## config.mk

```make
export PLATFORM = sky130hd
export DESIGN_NAME = keccak_share_compress
export DESIGN_NICKNAME = d
export VERILOG_FILES = /design/src/rtl/keccak_pkg.sv /design/src/rtl/keccak_share_compress_if.sv /design/src/rtl/keccak_share_compress_core.sv /design/src/rtl/keccak_share_xor.sv /design/src/rtl/keccak_share_compress.sv
export SDC_FILE = /design/constraint.sdc
export NUM_CORES = 2
export LEC_CHECK = 0
export CAP_MARGIN = 15
export CORE_AREA = 2 2 468 470
export CTS_CLUSTER_SIZE = 10
export DETAILED_ROUTE_END_ITERATION = 16
export DIE_AREA = 0 0 470 472
export GPL_ROUTABILITY_DRIVEN = 0
export PLACE_DENSITY = 0.44
export SETUP_SLACK_MARGIN = 0.1
export SYNTH_ARGS = -nofsm -noshare
export SYNTH_HDL_FRONTEND = slang
export SYNTH_SLANG_ARGS = --single-unit
```

## constraint.sdc

```tcl
create_clock -name ClkxCI -period 1.7 [get_ports ClkxCI]
set_clock_uncertainty 0.15 [all_clocks]
set_input_delay 0.255 -clock ClkxCI [delete_from_list [all_inputs] [get_ports ClkxCI]]
set_output_delay 0.255 -clock ClkxCI [all_outputs]
set_load 0.01 [all_outputs]
```

## src/rtl/keccak_pkg.sv

```systemverilog
// Shared Keccak constants that do not depend on the number of masking shares.
package keccak_pkg;

    localparam int LANES   = 25;
    localparam int ROUND_W = 5;

    // Keccak-p round count for lane width w: 12 + 2*log2(w)
    function automatic int keccakRounds(input int w);
        return 12 + 2 * $clog2(w);
    endfunction

endpackage

```

## src/rtl/keccak_share_compress_if.sv

```systemverilog
// Handshake bundle between the share-compression pipeline and its surroundings.
interface keccak_share_compress_if
    import keccak_pkg::*;
#(
    parameter int SHARES = 2,
    parameter int W      = 8
);

    logic                              abort;
    logic [SHARES*SHARES*LANES*W-1:0]  inData;
    logic                              inValid;
    logic                              inReady;
    logic [SHARES*LANES*W-1:0]         outData;
    logic                              outValid;
    logic                              outReady;
    logic [ROUND_W-1:0]                outRound;
    logic                              outLast;

    modport master (
        output abort, inData, inValid, outReady,
        input  inReady, outData, outValid, outRound, outLast
    );

    modport slave (
        input  abort, inData, inValid, outReady,
        output inReady, outData, outValid, outRound, outLast
    );

endinterface

```

## src/rtl/keccak_share_compress_core.sv

```systemverilog
// Two-stage elastic pipeline: stage A holds the expanded shares, stage B the compressed state.
module keccak_share_compress_core
    import keccak_pkg::*;
#(
    parameter int SHARES = 2,
    parameter int W      = 8,
    parameter int ROUNDS = 18
) (
    input  logic                    clk_i,
    input  logic                    rst_i,
    keccak_share_compress_if.slave  bus
);

    localparam int SHARE_BITS = LANES * W;
    localparam logic [ROUND_W-1:0] LAST_ROUND = ROUND_W'(ROUNDS - 1);

    logic                                  aValid_q;
    logic [SHARES*SHARES*SHARE_BITS-1:0]   aData_q;
    logic [ROUND_W-1:0]                    aRound_q;
    logic                                  bValid_q;
    logic [SHARES*SHARE_BITS-1:0]          bData_q;
    logic [ROUND_W-1:0]                    bRound_q;
    logic                                  bLast_q;
    logic [ROUND_W-1:0]                    roundCnt_q;
    logic [ROUND_W-1:0]                    roundCnt_d;
    logic [SHARES*SHARE_BITS-1:0]          xorData;
    logic                                  bAdvance;
    logic                                  aAdvance;
    logic                                  accept;

    assign bAdvance     = !bValid_q || bus.outReady;
    assign aAdvance     = !aValid_q || bAdvance;
    assign bus.inReady  = !rst_i && !bus.abort && aAdvance;
    assign accept       = bus.inValid && bus.inReady;
    assign roundCnt_d   = (roundCnt_q == LAST_ROUND) ? '0 : roundCnt_q + 1'b1;

    // Output share j folds stage-A shares j*SHARES .. j*SHARES+SHARES-1, which sit contiguously.
    for (genvar j = 0; j < SHARES; j++) begin : g_share
        keccak_share_xor #(.SHARES(SHARES), .W(W)) u_xor (
            .shares_i (aData_q[j*SHARES*SHARE_BITS +: SHARES*SHARE_BITS]),
            .sum_o    (xorData[j*SHARE_BITS +: SHARE_BITS])
        );
    end

    always_ff @(posedge clk_i) begin
        if (rst_i) begin
            aValid_q   <= 1'b0;
            aData_q    <= '0;
            aRound_q   <= '0;
            bValid_q   <= 1'b0;
            bData_q    <= '0;
            bRound_q   <= '0;
            bLast_q    <= 1'b0;
            roundCnt_q <= '0;
        end else if (bus.abort) begin
            // Abort empties the pipe but leaves data registers untouched to avoid needless toggling.
            aValid_q   <= 1'b0;
            bValid_q   <= 1'b0;
            roundCnt_q <= '0;
        end else begin
            if (aAdvance) begin
                aValid_q <= accept;
            end
            if (accept) begin
                aData_q    <= bus.inData;
                aRound_q   <= roundCnt_q;
                roundCnt_q <= roundCnt_d;
            end
            if (bAdvance) begin
                bValid_q <= aValid_q;
            end
            if (bAdvance && aValid_q) begin
                bData_q  <= xorData;
                bRound_q <= aRound_q;
                bLast_q  <= (aRound_q == LAST_ROUND);
            end
        end
    end

    assign bus.outData  = bData_q;
    assign bus.outValid = bValid_q;
    assign bus.outRound = bRound_q;
    assign bus.outLast  = bLast_q;

endmodule

```

## src/rtl/keccak_share_xor.sv

```systemverilog
// Folds SHARES expanded shares into one output share by bitwise XOR.
module keccak_share_xor
    import keccak_pkg::*;
#(
    parameter int SHARES = 2,
    parameter int W      = 8
) (
    input  logic [SHARES*LANES*W-1:0] shares_i,
    output logic [LANES*W-1:0]        sum_o
);

    always_comb begin
        sum_o = '0;
        for (int k = 0; k < SHARES; k++) begin
            sum_o = sum_o ^ shares_i[k*LANES*W +: LANES*W];
        end
    end

endmodule

```

## src/rtl/keccak_share_compress.sv

```systemverilog
// Share compression stage after masked chi/iota: SHARES**2 expanded shares in, SHARES shares out.
module keccak_share_compress
    import keccak_pkg::*;
#(
    parameter int SHARES = 2,
    parameter int W      = 8
) (
    input  logic                              ClkxCI,
    input  logic                              RstxRI,
    input  logic                              AbortxSI,
    input  logic [SHARES*SHARES*LANES*W-1:0]  In,
    input  logic                              InValidxSI,
    output logic                              InReadyxSO,
    output logic [SHARES*LANES*W-1:0]         Out,
    output logic                              OutValidxSO,
    input  logic                              OutReadyxSI,
    output logic [ROUND_W-1:0]                OutRoundxDO,
    output logic                              OutLastxSO
);

    localparam int ROUNDS = keccakRounds(W);

    keccak_share_compress_if #(.SHARES(SHARES), .W(W)) bus ();

    assign bus.abort    = AbortxSI;
    assign bus.inData   = In;
    assign bus.inValid  = InValidxSI;
    assign bus.outReady = OutReadyxSI;
    assign InReadyxSO   = bus.inReady;
    assign Out          = bus.outData;
    assign OutValidxSO  = bus.outValid;
    assign OutRoundxDO  = bus.outRound;
    assign OutLastxSO   = bus.outLast;

    keccak_share_compress_core #(.SHARES(SHARES), .W(W), .ROUNDS(ROUNDS)) u_core (
        .clk_i (ClkxCI),
        .rst_i (RstxRI),
        .bus   (bus.slave)
    );

endmodule
```

==> parameters.txt <==
Parameter                              Value

STA
  RSZ-0062 raised after global routing    true
  Final hold slack    approximately 33 ps
  Fmax    0.473 GHz
  Clock period minus final worst setup slack    2110 ps
  Portion of the clock cycle consumed by the worst path in the final layout    124%
  Transition time of the tightest slew-check pin    ~900 ps
  Total count of max-transition violations in the final report    0
  Crit path setup slack, layout    -413 ps
  Final-report setup violation count    1182
  Final Hold Fails    0
  Normalized max-slew margin    a little over 40%

Route
  Post-detailed-route wirelength per cell    between 20 and 25 um
  Via density per instance    just under 5
  DR pass1 iterations    5
  Number of nets with antenna violations after detailed routing    0
  Remaining design rule violation count    0
  Vias after detailed routing    50900
  Sum of routed wire length over all layers    246000 um
  Number of DRC markers in iteration 0    between 3000 and 4000

Setup path
  Slowest cell on the critical path    sky130_fd_sc_hd__dfxtp_4
  Maximum cell stage delay along the critical path    340 ps
  Cell breakdown of the critical path    and3b_4, buf_12, nor2_4, buf_8
  Crit path DAT    about 1700 ps
  Maximum fanout along the worst path    2
  Count of buffer and inverter cells on the critical path    2
  Kind of launch point of the worst setup path    flop
  CP top delay family    flip-flops
  Required time worst endpoint    1290 ps
  Kind of critical path    flop to primary output
  Sort of element at the end of the critical path    primary output

Global route
  Global-route wire length before repair    349000 um
  Number of global-route vias before repair    51100
  Number of antenna violations at the first check in global routing    24
  Pin count of the biggest net entering global routing    150
  Overall overflow remaining after global route    0
  Met3 track utilization from global routing    under 10%
  Met1 track utilization from global routing    25.6%
  Total Routing Usage GR    approximately a fifth
  Met2 GRT Util    around 36%
  Most Crowded Layer GR    met2

Power
  Max VDD drop    949 uV
  Overall power consumption    0.0698 W
  Part of the total power dissipated in sequential elements    between 40 and 50%
  Pleak    approximately 29 nW
  Switching Power    0.0178 W
  Switching portion of total power    between 20% and 30%
  Combinational power share    approximately an eighth
  Pint    between 0.05 and 0.06 W
  P per Cell Area    834 nW/um^2
  Clk pwr share    a little over two fifths

CTS
  Clock buffer count from CTS    150
  Clock transition time at the flip-flop clock pins of the worst setup and hold paths    approximately 50 ps
  TritonCTS clock tree    done
  Max clock buf depth    3
  Number of clock sinks    approximately 1200
  Deepest level of the CTS H-tree    4
  Insertion delay to the later sink of the worst-skew pair    ~810 ps
  Root buf cell    sky130_fd_sc_hd__clkbuf_16

Placement
  # placed instances    9334
  HPWL reported at the end of detailed placement    roughly 170000 um
  Total of buffers placed on input and output ports    roughly 1200

Synth
  Synthesis-stage register bit count    1218
  Number of distinct library cell variants in the gate-level netlist after synthesis    31
  Number of warning messages in the yosys log    0
  Gate count of the mapped netlist    about 5500
  Synthesized netlist net count    6329
  Combined area of all synthesized cells    47800 um^2
  Mean cell area of the mapped netlist    slightly below 9 um^2
  Sequential cell area fraction in the yosys report    51.0%

Finish
  Net count reported at finish    ~8400
  Layout cell share with drive strength beyond 1    between 20% and 30%
  Commonest non-fill, non-tap cells in the layout    sky130_fd_sc_hd__a21oi_1 (1103), sky130_fd_sc_hd__dfxtp_1 (808), sky130_fd_sc_hd__clkdlybuf4s50_1 (803), sky130_fd_sc_hd__nand3_1 (797), sky130_fd_sc_hd__dlygate4sd3_1 (790)
  Number of non-filler instances in the completed layout    roughly 11000
  Layout overhead on the synthesized area    75.2%
  Util after Layout    38.7%
  Commonest non-fill, non-tap cell in the layout    sky130_fd_sc_hd__a21oi_1

Run status
  Run status    complete, but fails checks
  Violations in the final reports    negative setup slack

Floorplan
  Die height    around 470 um
  Area of the core    217000 um^2
  I/O pin cnt    roughly 1200
  Initial core utilization    22.1%
  Area enclosed by the die boundary    roughly 220000 um^2
  Overall die width    ~470 um
  Number of standard-cell rows in the floorplan    approximately 170

Worst hold path
  Classification of the worst-slack hold path    primary input to flop

Flow run
  Max-capacitance violation count    0
## worst min-delay path: cells and delay by family
family	cells	cell delay, ps
AND/OR/NAND/NOR	1	130
buffers and inverters	1	490
AO/OA/AOI/OAI	1	70
## sequential cells by signal, indices dropped and copies added, names as in the netlist
register	count
u_core.bus.outRound	5
u_core.aData_q	800
u_core.roundCnt_q	5
u_core.bus.outLast	1
u_core.aValid_q	1
u_core.bus.outValid	1
u_core.bus.outData	400
u_core.aRound_q	5
## path summary, 6_finish.rpt
path	cells after the start	from	endpoint	slack (ps)
worst max-delay path	4	u_core.bus.outValid$_SDFFE_PP0P_	InReadyxSO	-410
worst min-delay path	3	In[152]	u_core.aData_q[152]$_SDFFE_PP0P_	30
worst max register to register	7	u_core.aValid_q$_SDFFE_PP0N_	u_core.aData_q[363]$_SDFFE_PP0P_	-310
worst min register to register	2	u_core.bus.outRound[3]$_SDFFE_PP0P_	u_core.bus.outRound[3]$_SDFFE_PP0P_	330
## stage by stage
step / cell area, um^2 / setup slack, ps / TNS (ps)
CTS: 82200 / -509 / -234120
global route: 83700 / -481 / -257500
finish: 83700 / -413 / -146520
floorplan: 48200 / -10.7 / -1600
detailed placement: 65300 / -832 / -698140
global placement: 65300 / -867 / -695720
## logic make-up (layout without fill, tap and decap cells)
family,count (synthesis),after routing,share of synthesized area (%)
AOI/OAI and AO/OA,2433,2433,27.6
DFF,1218,1218,51.0
and+or+nand+nor,836,836,8.85
buffers and inverters,633,2815,5.19
xor gates and xnor gates,400,400,7.33
adders and majority gates,2,2,0.0523
other,0,29,0
## timing repair
action	in CTS	in global routing
endpoints found under the setup margin	1488	1625
hold buffers	791	1
gates cloned	43	22
gates resized for setup	2988	166
endpoints found under the hold margin	811	4
pin swaps	140	34
setup buffers	124	21
## area by class of cell
cell class | instances | area [um^2]
well taps | 2854 | 3570
diodes | 29 | 72.6
multi-input cells | 3671 | 22100
fillers | 21700 | 133000
repair buffers | 2588 | 28500
clock inverters | 22 | 270
inverters | 2 | 7.51
clock buffers | 203 | 4210
flip-flops and latches | 1218 | 25000
## synth_stat cells (all sizes together)
cell	instances	area, um^2
nor2b	2	12.5
nor2	5	18.8
nand2	2	7.51
ha	2	25.0
a21oi	1216	6090
or3b	1	8.76
a211oi	400	3000
dfxtp	1218	24400
and3b	1	8.76
o311ai	1	8.76
or4b	1	10.0
or4bb	2	22.5
nand2b	2	12.5
nor4b	1	8.76
xnor2	400	3500
nand4	1	6.26
nand3b	1	7.51
nor3b	1	7.51
o31ai	2	15.0
nand3	811	4060
inv	2	7.51
nand4b	2	17.5
buf	67	353
o21ai	814	4070
or4	2	15.0
or2	1	6.26
clkbuf	564	2120
## power by group through the flow
stage                     sequential, W  clock [W]  combinational, W
after floorplan                  0.0307          0           0.00268
after global placement           0.0308          0           0.00701
after detailed placement         0.0308          0           0.00702
after CTS                        0.0303     0.0311           0.00908
after global routing             0.0304     0.0322           0.00978
final                            0.0303     0.0303           0.00920
## layer usage
| metal | up-vias | wire [um] |
|---|---|---|
| met3 | 304 | 14200 |
| met1 | 24800 | 104000 |
| met4 | 0 | 8440 |
| met2 | 1639 | 119000 |
| met5 | - | 0 |
| li1 | 24200 | - |
No activity file was read; power rests on OpenSTA's default activity.
